===== src/rtl/register_bank.sv =====
// Register bank for the multicycle datapath: one bus-loaded write port, two
// combinational read ports, a program-counter increment path and a one-level undo.
module register_bank #(
  parameter int                    DATA_WIDTH  = 16,
  parameter int                    NUM_REGS    = 8,
  parameter int                    PC_INDEX    = NUM_REGS - 1,
  parameter logic [DATA_WIDTH-1:0] RESET_VALUE = '0,
  localparam int                   ADDR_WIDTH  = $clog2(NUM_REGS)
) (
  input  logic                  clock,
  input  logic                  reset,
  input  logic [DATA_WIDTH-1:0] buswire,
  input  logic                  wren,
  input  logic [ADDR_WIDTH-1:0] wr_addr,
  input  logic                  incr_pc,
  input  logic                  undo,
  input  logic [ADDR_WIDTH-1:0] rd_addr_a,
  input  logic [ADDR_WIDTH-1:0] rd_addr_b,
  output logic [DATA_WIDTH-1:0] rd_data_a,
  output logic [DATA_WIDTH-1:0] rd_data_b,
  output logic [DATA_WIDTH-1:0] pc_out,
  output logic                  hist_valid
);

  // One extra bit so that NUM_REGS itself is representable for range checks.
  localparam logic [ADDR_WIDTH:0]   NUM_REGS_W = NUM_REGS[ADDR_WIDTH:0];
  localparam logic [ADDR_WIDTH-1:0] PC_ADDR    = PC_INDEX[ADDR_WIDTH-1:0];

  logic [DATA_WIDTH-1:0] regs_q [NUM_REGS];
  logic [DATA_WIDTH-1:0] regs_d [NUM_REGS];
  logic                  hist_valid_q, hist_valid_d;
  logic [ADDR_WIDTH-1:0] hist_addr_q,  hist_addr_d;
  logic [DATA_WIDTH-1:0] hist_value_q, hist_value_d;

  logic wr_ok;
  logic undo_ok;
  logic incr_ok;

  function automatic logic [DATA_WIDTH-1:0] pc_increment(input logic [DATA_WIDTH-1:0] v);
    return v + DATA_WIDTH'(1);
  endfunction

  function automatic logic addr_in_range(input logic [ADDR_WIDTH-1:0] a);
    return {1'b0, a} < NUM_REGS_W;
  endfunction

  always_comb begin
    wr_ok   = wren && addr_in_range(wr_addr);
    undo_ok = undo && hist_valid_q && !wr_ok;
    // A write or undo landing on the PC owns that register this cycle.
    incr_ok = incr_pc
              && !(wr_ok && (wr_addr == PC_ADDR))
              && !(undo_ok && (hist_addr_q == PC_ADDR));
  end

  always_comb begin
    regs_d       = regs_q;
    hist_valid_d = hist_valid_q;
    hist_addr_d  = hist_addr_q;
    hist_value_d = hist_value_q;

    if (incr_ok) begin
      regs_d[PC_INDEX] = pc_increment(regs_q[PC_INDEX]);
    end

    if (wr_ok) begin
      regs_d[wr_addr] = buswire;
      hist_valid_d    = 1'b1;
      hist_addr_d     = wr_addr;
      hist_value_d    = regs_q[wr_addr];
    end else if (undo_ok) begin
      regs_d[hist_addr_q] = hist_value_q;
      hist_valid_d        = 1'b0;
    end
  end

  always_ff @(posedge clock or posedge reset) begin
    if (reset) begin
      for (int i = 0; i < NUM_REGS; i++) begin
        regs_q[i] <= RESET_VALUE;
      end
      hist_valid_q <= 1'b0;
      hist_addr_q  <= '0;
      hist_value_q <= '0;
    end else begin
      regs_q       <= regs_d;
      hist_valid_q <= hist_valid_d;
      hist_addr_q  <= hist_addr_d;
      hist_value_q <= hist_value_d;
    end
  end

  // Reads see only registered state: no bypass from the write port.
  assign rd_data_a  = addr_in_range(rd_addr_a) ? regs_q[rd_addr_a] : '0;
  assign rd_data_b  = addr_in_range(rd_addr_b) ? regs_q[rd_addr_b] : '0;
  assign pc_out     = regs_q[PC_INDEX];
  assign hist_valid = hist_valid_q;

endmodule


===== config.mk =====
export PLATFORM = sky130hd
export DESIGN_NAME = register_bank
export DESIGN_NICKNAME = d
export VERILOG_FILES = /design/src/rtl/register_bank.sv
export SDC_FILE = /design/constraint.sdc
export NUM_CORES = 1
export LEC_CHECK = 0
export ABC_AREA = 1
export CAP_MARGIN = 5
export CORE_ASPECT_RATIO = 0.7
export CORE_MARGIN = 1.5
export CORE_UTILIZATION = 51
export DETAILED_ROUTE_END_ITERATION = 7
export HOLD_SLACK_MARGIN = 0.03
export PLACE_DENSITY_LB_ADDON = 0.12
export SETUP_SLACK_MARGIN = 0.1
export SYNTH_ARGS = -nofsm -noshare
export SYNTH_HDL_FRONTEND = slang
export SYNTH_SLANG_ARGS = --single-unit

===== constraint.sdc =====
create_clock -name clock -period 15.03 [get_ports clock]
set_clock_uncertainty 0.15 [all_clocks]
set_input_delay 4.509 -clock clock [delete_from_list [all_inputs] [get_ports clock]]
set_output_delay 4.509 -clock clock [all_outputs]
set_load 0.01 [all_outputs]

Word level (Yosys, flattened, before mapping)
Cells that the tools add are included.
{"block": "classes", "n_addsub": 1, "magnitude_cmp": 6, "n_eq_ne": 2, "muxes": 20, "n_bitwise": 4, "n_reduce_logical": 12}
{"operator": "bitwise mux 128 bit", "n": 2}
{"operator": "two-way mux 128 bit", "n": 2}
{"operator": "binary-select mux 16 bit (select 3 bit)", "n": 3}
{"operator": "two-way mux 16 bit", "n": 9}
{"operator": "demux 16 bit (select 3 bit)", "n": 2}
{"operator": "adder 16 x 1 -> 16 bit (second input constant)", "n": 1}
{"operator": "greater-or-equal comparator 4 bit (second input constant)", "n": 4}
{"operator": "inverter 3 -> 4 bit", "n": 4}
{"operator": "logical AND 1 bit", "n": 8}
{"operator": "< comparator 4 x 1 -> 1 bit (second input constant)", "n": 2}
{"operator": "== test 3 bit (second input constant)", "n": 2}
{"operator": "logical NOT 1 bit", "n": 3}
{"operator": "two-way mux 1 bit", "n": 2}
{"operator": "nonzero test 2 bit", "n": 1}
{"block": "totals", "reg_bits": 148, "inputBits": 30, "elab_cells": 56}

Depth between registers and ports, before layout
Gate-level depths: netlist of the first run.
{"block": "logic_depth", "ltp_word": 9, "ltp_mapped": 10}

Worst setup path after synthesis of the first run
No wires, ideal clock.
{"block": "synth_timing", "path_kind": "input port to output port", "from": "input port rd_addr_a[0]", "to": "output port rd_data_a[12]", "arrival_ps": 5523, "required_ps": 10371, "setup_slack_ps": 4848, "stages": 7, "path_cell_list": "buf_2 inv_1 buf_2 clkbuf_1 a21oi_1 o21ai_0 a31oi_1"}
{"block": "synth_via", "elab_chain_cells": 4}
{"element": "start, declared", "line_no": "17", "source": "input logic [ADDR_WIDTH-1:0] rd_addr_a,"}
{"element": "inverter 3 -> 4 bit (implied by the code)", "line_no": "94", "source": "assign rd_data_a = addr_in_range(rd_addr_a) ? regs_q[rd_addr_a] : '0;"}
{"element": "binary-select mux 16 bit (select 3 bit)", "line_no": "94"}
{"element": "two-way mux 16 bit (implied by the code) (2 in series)", "line_no": "94"}
{"element": "end, declared", "line_no": "19", "source": "output logic [DATA_WIDTH-1:0] rd_data_a,"}
No other way between the ends. The select of a mux whose other input is x is not followed.

Final worst setup path of the first run
{"block": "layout_timing", "from": "input port rd_addr_a[0]", "to": "output port rd_data_a[6]"}
Same word-level chain as after synthesis.

==> results_dict.tcl, run 1 <==
set metrics [dict create \
    status "completed" \
    worstSetupStartpointType "input pin" \
    combinationalPowerShare 0.291 \
    postRouteAntennaNets 0 \
    vias 11290 \
    r2r_end "pc_out[6]" \
    die_h_um 119.0 \
    hold_depth 2 \
    die_w_um 168.8 \
    initial_core_util 0.5200 \
    grt_pass1_vias 10300 \
    rsz0062_at_grt "false" \
    yosys_warnings 0 \
    cts_tree "yes" \
    routed_via_density 6.957 \
    swShare 0.3677 \
    io_pins 79 \
    ctsResizeCount 0 \
    yosys-top-cells-area "dfrtp_1, o21ai_0, o221ai_1" \
    min_period_ns 12.01 \
    ir_worst_vdd_mv 0.07122 \
    syn_nets 1400 \
    cts-root-buf "clkbuf_16" \
    pwr_density_cell_mw_per_mm2 135.1 \
    seq_power_share 0.399 \
    yosysTopAreaCellShare 0.3775 \
    h-tree-depth 4 \
    num_antenna_cells 0 \
    portBuffers 78 \
    avgSynthCellArea_sq_um 7.166 \
    grt_remaining_overflow 0 \
    power.switching_mw 0.5501 \
    ys_ff_latch 148 \
    p_leak_nw 4.763 \
    post_cts_buffers 0 \
    finalNetCount 1400 \
    hold_path_class "flip-flop to flip-flop" \
    path_clk_slew_ns 0.06 \
    timing.fmax_ghz 0.08325 \
    period_share 0.7992 \
    hold_violations 0 \
    setup_violations 0 \
    cp.arrival_ns 7.35 \
    worst-r2r-cell-count 8 \
    maxSlewViolCount 0 \
    clock_power_share 0.310 \
    routed_wl_mm 41.09 \
    tns_ns 0 \
    drive_above_1_share 0.05576 \
    areaGrowthSynthToFinish_pct 12.91 \
    cts_buffers 17 \
    synthCells 1369 \
    endpoint_kind "output port" \
    synth.distinct_cells 33 \
    cp.required_ns 10.37 \
    route.detailed.drc 0 \
    grt_pass1_wl_mm 62.07 \
    cts_hold_buffers 0 \
    dr.pass1.iters 6 \
    rows 42 \
    syn_area_sq_mm 0.009811 \
    cts.sinks 148 \
    globalplace.congestion 0.9639 \
    antenna_found_initial 0 \
    drtIter0Drc 2036 \
    post-synth-top-area-cell "dfrtp_1" \
    min_to "regs_q[100]" \
    fin_util 0.5871 \
    ctsLongestPathBuffers 2 \
    internal_power_mw 0.9459 \
    critPathMaxFanout 81 \
    max_cap_violations 0 \
    hpwl_mm 25.68 \
    wl_per_cell_um 25.32 \
    min_from "regs_q[100]" \
    grt_max_degree 96 \
    worstSetupPathType "input pin to output port" \
    slew_headroom 0.2086 \
    yosysSeqAreaShare 0.3775 \
    core_area_sq_mm 0.01887 \
    r2r_slack_ns 12.41 \
    track_usage 0.4138 \
    clk_latency_ns 0.44 \
    die-area_sq_mm 0.02009 \
    rr_startpoint "hist_valid" \
    worst_pin_slew_ns 1.187 \
]
registers in the layout (all words and copies together), names as in the netlist:
| signal | cells |
|---|---|
| hist_addr_q | 3 |
| regs_q | 112 |
| hist_valid | 1 |
| pc_out | 16 |
| hist_value_q | 16 |
worst max-delay path by stage:
stage | start | to | slack (ns) | cells after the start
floorplan | rd_addr_a[0] | rd_data_a[12] | 4.85 | 7
global placement | rd_addr_a[0] | rd_data_a[6] | 3.25 | 8
detailed placement | rd_addr_a[0] | rd_data_a[6] | 3.18 | 8
CTS | rd_addr_a[0] | rd_data_a[6] | 3.19 | 8
global route | rd_addr_a[0] | rd_data_a[6] | 2.95 | 8
finish | rd_addr_a[0] | rd_data_a[6] | 3.02 | 8
layer usage:
metal	GRT usage	routed length (um)	vias to the layer above
met2	0.5733	16830	1005
met1	0.5724	16080	5272
met3	0.1313	6097	178
met5	0	0	-
met4	0.2199	2085	0
li1	-	-	4837
worst max-delay path, cell delays in order:
cell	delay, ns
buf_2	0.08
buf_4	0.63
inv_1	0.51
buf_4	0.40
a21oi_1	0.17
o21ai_0	0.11
a31oi_1	0.29
clkdlybuf4s50_1	0.59
final cells by class:
class | count | area, sq um
clock buffer | 23 | 467.9
clock inverter | 8 | 150.1
fill | 1782 | 7789
inverter | 114 | 432.9
multi-input combinational | 992 | 5129
sequential | 148 | 3704
tap | 242 | 302.8
timing repair buffer | 96 | 890.9
power by group through the flow:
stage | Combinational (mW) | Sequential, mW | Clock [mW]
floorplan | 0.296 | 0.552 | 0
global placement | 0.414 | 0.593 | 0
detailed placement | 0.422 | 0.593 | 0
CTS | 0.425 | 0.588 | 0.461
global route | 0.479 | 0.604 | 0.479
finish | 0.436 | 0.596 | 0.464
cell usage after synthesis:
master	number
a21boi_2	2
a21oi_1	139
a21oi_2	2
a31oi_1	33
buf_1	2
buf_2	26
buf_4	21
buf_6	1
clkbuf_1	65
clkinv_1	2
dfrtp_1	148
ha_1	1
inv_1	105
inv_2	7
nand2_1	228
nand2_2	2
nand2_4	1
nand3_1	48
nand3_2	1
nand3_4	1
nand4_1	4
nor2_1	114
nor2_2	6
nor2_4	3
nor2_8	1
nor3_1	2
o211ai_1	1
o21ai_0	264
o21ai_1	17
o21bai_1	2
o221ai_1	113
o22ai_1	3
xor2_1	4
cells by family (layout without fill, tap and decap cells):
group / Yosys count / in the layout / synth area share
flip-flops: 148 / 148 / 0.3775
adder cells (fa/ha/maj): 1 / 1 / 0.001275
buffers and inverters: 229 / 241 / 0.09973
AND/OR/NAND/NOR: 411 / 411 / 0.1734
XOR/XNOR: 4 / 4 / 0.003571
AO/OA/AOI/OAI: 576 / 576 / 0.3445
per-stage QoR:
step                std cells  worst slack, ns  cell area [sq um]  power [mW]  hold WS [ns]
finish                   1623            3.018              11080       1.496        0.3413
global route             1623            2.952              11080       1.562        0.3625
CTS                      1623            3.190              11080       1.474        0.3431
detailed placement       1592            3.184              10460       1.015        0.3277
global placement         1592            3.250              10460       1.007        0.3238
floorplan                1369            4.848               9811      0.8486        0.3090
cell usage in the layout, fill, tap and decap left out, types with 3 or more instances in the layout:
cell | synthesis | final
o221ai_1 | 113 | 113
a31oi_1 | 33 | 33
inv_1 | 105 | 104
nand3_1 | 48 | 48
nor2_2 | 6 | 6
clkbuf_1 | 65 | 4
nor2_4 | 3 | 3
buf_2 | 26 | 5
clkbuf_16 | 0 | 17
nor2_1 | 114 | 114
dfrtp_1 | 148 | 148
o22ai_1 | 3 | 3
o21ai_0 | 264 | 264
clkdlybuf4s50_1 | 0 | 73
a21oi_1 | 139 | 139
bufinv_16 | 0 | 4
xor2_1 | 4 | 4
o21ai_1 | 17 | 17
inv_2 | 7 | 7
buf_4 | 21 | 18
nand2_1 | 228 | 228
nand4_1 | 4 | 4
Power figures use the tool's default switching activity.
==> inputs of run 2 (changes only) <==
clock period = 11.2 ns   (was 15.03 ns; I/O delays follow)
==> run 2 against run 1 <==
Sequential share of layout area down 0.053 points. Combinational power rose by 33%. Largest power group unchanged. Power grew 34%. Wire length shrank 2.3%. Global-route usage down 0.95 points. Final cell count about the same. Worst hold slack improved by 0.0080 ns.
==> results_dict.tcl, run 2 (synthesized netlist as in run 1, its figures left out) <==
set metrics [dict create \
    r2r_end "pc_out[12]" \
    final_cell_mix "o21ai_0, nand2_1, dfrtp_1" \
    ir_worst_vdd_mv 0.09963 \
    maxSlewViolCount 0 \
    path_clk_slew_ns 0.06 \
    post_cts_buffers 0 \
    route.detailed.drc 0 \
    initial_core_util 0.5200 \
    track_usage 0.4043 \
    cts_tree "yes" \
    cp.arrival_ns 5.75 \
    r2r_slack_ns 8.57 \
    areaGrowthSynthToFinish_pct 13.09 \
    min_to "regs_q[97]" \
    grt_remaining_overflow 0 \
    pwr_density_cell_mw_per_mm2 181.3 \
    hold_depth 2 \
    routed_via_density 6.904 \
    h-tree-depth 4 \
    die_w_um 168.8 \
    portBuffers 78 \
    fillers 1785 \
    critPathMaxFanout 26 \
    endpoint_kind "output port" \
    die-area_sq_mm 0.02009 \
    worst_pin_slew_ns 1.240 \
    cts_hold_buffers 0 \
    drive_above_1_share 0.05797 \
    num_antenna_cells 0 \
    globalplace.congestion 0.9372 \
    largest_reg_flops 112 \
    drtIter0Drc 2059 \
    period_share 0.8266 \
    cts_buffers 17 \
    io_pins 79 \
    ctsLongestPathBuffers 2 \
    worst-r2r-cell-count 8 \
    regMostFlops "regs_q" \
    cts-root-buf "clkbuf_16" \
    max_cap_violations 0 \
    finalNetCount 1400 \
    worstSetupPathType "input pin to output port" \
    antenna_found_initial 0 \
    core_area_sq_mm 0.01887 \
    wl_per_cell_um 24.76 \
    die_h_um 119.0 \
    cp.required_ns 7.69 \
    ctsResizeCount 0 \
    cts.sinks 148 \
    vias 11200 \
    min_period_ns 9.258 \
    setup_violations 0 \
    rsz0062_at_grt "false" \
    grt_pass1_vias 10390 \
    timing.fmax_ghz 0.1080 \
    p_leak_nw 4.759 \
    worstSetupStartpointType "input pin" \
    dr.pass1.iters 7 \
    rows 42 \
    hpwl_mm 25.16 \
    routed_wl_mm 40.16 \
    postRouteAntennaNets 0 \
    rr_startpoint "hist_valid" \
    grt_pass1_wl_mm 60.86 \
    grt_max_degree 99 \
    status "completed" \
    min_from "regs_q[97]" \
    mostFrequentLayoutCell "o21ai_0" \
    clk_latency_ns 0.44 \
    slew_headroom 0.1687 \
    hold_path_class "flip-flop to flip-flop" \
    fin_util 0.5881 \
    hold_violations 0 \
    tns_ns 0 \
]
## run 2: worst max-delay path by stage
stage / from / to / slack [ns] / depth (start not counted)
2_1_floorplan: rd_addr_a[0] / rd_data_a[12] / 3.32 / 7
5_1_grt: rd_addr_a[0] / rd_data_a[5] / 1.91 / 8
3_3_place_gp: rd_addr_a[0] / rd_data_a[5] / 2.16 / 8
6_report: rd_addr_a[0] / rd_data_a[5] / 1.94 / 8
4_1_cts: rd_addr_a[0] / rd_data_a[9] / 2.09 / 8
3_5_place_dp: rd_addr_a[0] / rd_data_a[5] / 2.11 / 8
## run 2: layout make-up
type	count	area, sq um	area share
repair buffers	96	890.9	0.08030
clock inverters	13	210.2	0.01895
inverters	114	432.9	0.03902
clock buffers	17	425.4	0.03834
flip-flops and latches	148	3704	0.3338
well taps	242	302.8	0.02729
multi-input cells	992	5129	0.4623
## run 2: power breakdown
| part | switching [mW] | internal (mW) | total [mW] |
|---|---|---|---|
| combinational | 0.348 | 0.230 | 0.578 |
| sequential | 0.139 | 0.655 | 0.794 |
| clock | 0.247 | 0.393 | 0.639 |
## run 2: worst max-delay path, cell delays in order
cell,delay (ns)
buf_2,0.10
inv_1,0.65
buf_4,0.45
nor2_1,0.06
o21ai_0,0.16
nor2_1,0.06
a31oi_1,0.29
clkdlybuf4s50_1,0.60
## run 2: per-stage QoR
step	total power, mW	instances	hold WS (ns)	setup slack, ns	instance area (sq um)
6_report	2.011	1622	0.3493	1.942	11090
5_1_grt	2.106	1622	0.3629	1.906	11090
4_1_cts	1.987	1622	0.3485	2.090	11090
3_5_place_dp	1.355	1592	0.3262	2.105	10460
3_3_place_gp	1.344	1592	0.3239	2.162	10460
2_1_floorplan	1.139	1369	0.3090	3.316	9811
## run 2: metal layers
metal / vias up / global-route usage / routed length [um]
li1: 4837 / - / -
met1: 5242 / 0.5577 / 15640
met3: 158 / 0.1093 / 5529
met2: 961 / 0.5785 / 16940
met4: 0 / 0.2115 / 2050
met5: - / 0 / 0
==> inputs of run 3 (changes only) <==
clock period = 9 ns   (was 11.2 ns; I/O delays follow)
==> run 3 against run 2 <==
The flow now finishes with violations (design-rule violations). Final area shrank 1.1%. Sequential cell count stayed put. Final cell count down 0.12%. Core utilization decreased by 0.65 points. Power is 17% higher. Via count shrank 1.7%. Combinational power increased by 24%. Clock power rose by 3.3%. Worst hold slack worse by 0.0044 ns. Wire length fell by 3.4%. Worst setup slack got worse by 0.73 ns. Global-route usage down 1.8 points. Critical path type unchanged.
==> results_dict.tcl, run 3 (synthesized netlist as in run 1, its figures left out) <==
set metrics [dict create \
    fin_util 0.5816 \
    period_share 0.8650 \
    grt_pass1_wl_mm 58.35 \
    min_period_ns 7.785 \
    ctsResizeCount 0 \
    worstSetupStartpointType "input pin" \
    drtIter0Drc 1854 \
    pwr_density_cell_mw_per_mm2 214.9 \
    worstSetupPathType "input pin to output port" \
    hold_violations 0 \
    cp.required_ns 6.15 \
    power_mw 2.358 \
    routed_wl_mm 38.80 \
    max_cap_violations 0 \
    grt_max_degree 103 \
    r2r_slack_ns 6.35 \
    worst-r2r-cell-count 8 \
    areaGrowthSynthToFinish_pct 11.84 \
    r2r_end "pc_out[8]" \
    cts_hold_buffers 0 \
    setup_violations 0 \
    core_area_sq_mm 0.01887 \
    violations "design-rule violations" \
    rr_startpoint "hist_addr_q[1]" \
    track_usage 0.3861 \
    critPathSlowestCell "clkdlybuf4s50_1" \
    critPathMaxFanout 28 \
    p_leak_nw 4.712 \
    die_h_um 119.0 \
    ir_worst_vdd_mv 0.1236 \
    slew_headroom 0.1877 \
    dr.pass1.iters 8 \
    cts_buffers 17 \
    io_pins 79 \
    portBuffers 78 \
    postRouteAntennaNets 0 \
    largest_reg_flops 112 \
    tns_ns 0 \
    worst_pin_slew_ns 1.211 \
    path_clk_slew_ns 0.06 \
    grt_pass1_vias 9872 \
    wl_per_cell_um 23.95 \
    min_to "regs_q[96]" \
    drive_above_1_share 0.05370 \
    clk_latency_ns 0.44 \
    regMostFlops "regs_q" \
    hold_depth 2 \
    min_from "regs_q[96]" \
    cp.arrival_ns 4.94 \
    dp.cells 1591 \
    antenna_found_initial 0 \
    status "finished, violations left" \
    rsz0062_at_grt "false" \
    die_w_um 168.8 \
    grt_remaining_overflow 0 \
    endpoint_kind "output port" \
    num_antenna_cells 0 \
    cts_tree "yes" \
    cp_cell_sequence "buf_2 -> inv_1 -> a21oi_1 -> o21ai_0 -> a31oi_1 -> clkdlybuf4s50_1" \
    worstPathBufferInverterCount 3 \
    path_delay_family "buffers and inverters" \
    hpwl_mm 25.43 \
    fin_cells 1620 \
    routed_via_density 6.793 \
    maxSlewViolCount 0 \
    route.detailed.drc 7 \
    h-tree-depth 4 \
    rows 42 \
    cts.sinks 148 \
    cts-root-buf "clkbuf_16" \
    timing.fmax_ghz 0.1285 \
    critPathMaxStageDelay_ns 0.62 \
    final_cell_mix "o21ai_0, nand2_1, dfrtp_1" \
    post_cts_buffers 0 \
    ctsLongestPathBuffers 2 \
    die-area_sq_mm 0.02009 \
    globalplace.congestion 0.9765 \
    vias 11000 \
    mostFrequentLayoutCell "o21ai_0" \
    hold_path_class "flip-flop to flip-flop" \
    finalNetCount 1399 \
    initial_core_util 0.5200 \
]
[run 3: cell count changes in the layout (fill, tap and decap cells not counted), sizes merged]
cell | before | now
clkinvlp | 5 | 2
bufinv | 5 | 0
clkinv | 5 | 4
buf | 23 | 22
clkbuf | 17 | 25
[run 3: cell type report]
class                           instances  area, sq um
Fill cell                            1785         7894
Multi-Input combinational cell        992         5129
Sequential cell                       148         3704
Timing Repair Buffer                   95        883.3
Clock buffer                           25        495.5
Inverter                              114        432.9
Tap cell                              242        302.8
Clock inverter                          4        25.02
[run 3: tightest hold or removal path: cells and delay by family (launching register included)]
kind	cells	cell delay, ns
AOI/OAI and AO/OA	1	0.06
and+or+nand+nor	1	0.06
DFF	1	0.34
[run 3: power by group]
group	switching, mW	total [mW]	leakage, nW	internal [mW]
Clock	0.284	0.660	0.251	0.376
Sequential	0.167	0.983	1.86	0.816
Combinational	0.429	0.715	2.60	0.286
[run 3: metal layers]
metal / GRT usage / part of all wire / wire, um / up-vias
met5: 0 / 0 / 0 / -
met4: 0.1652 / 0.039 / 1513 / 0
met3: 0.1083 / 0.14 / 5391 / 132
met2: 0.5679 / 0.43 / 16760 / 908
met1: 0.5316 / 0.39 / 15130 / 5133
li1: - / - / - / 4831
[run 3: stage by stage]
step           setup slack (ns)  hold slack, ns  cell area, sq um
2_1_floorplan             2.170          0.3090              9811
3_3_place_gp              1.349          0.3259             10450
3_5_place_dp              1.306          0.3260             10450
4_1_cts                   1.311          0.3429             10970
5_1_grt                   1.111          0.3591             10970
6_report                  1.215          0.3449             10970
[run 3: how the worst max path moves through the flow]
stage / startpoint / depth (start not counted) / end
after floorplan: reset / 1 / hist_addr_q[0]
after global placement: rd_addr_a[1] / 6 / rd_data_a[10]
after detailed placement: rd_addr_b[0] / 7 / rd_data_b[0]
after CTS: rd_addr_b[0] / 7 / rd_data_b[0]
after global routing: rd_addr_b[0] / 7 / rd_data_b[10]
final: rd_addr_a[1] / 6 / rd_data_a[10]
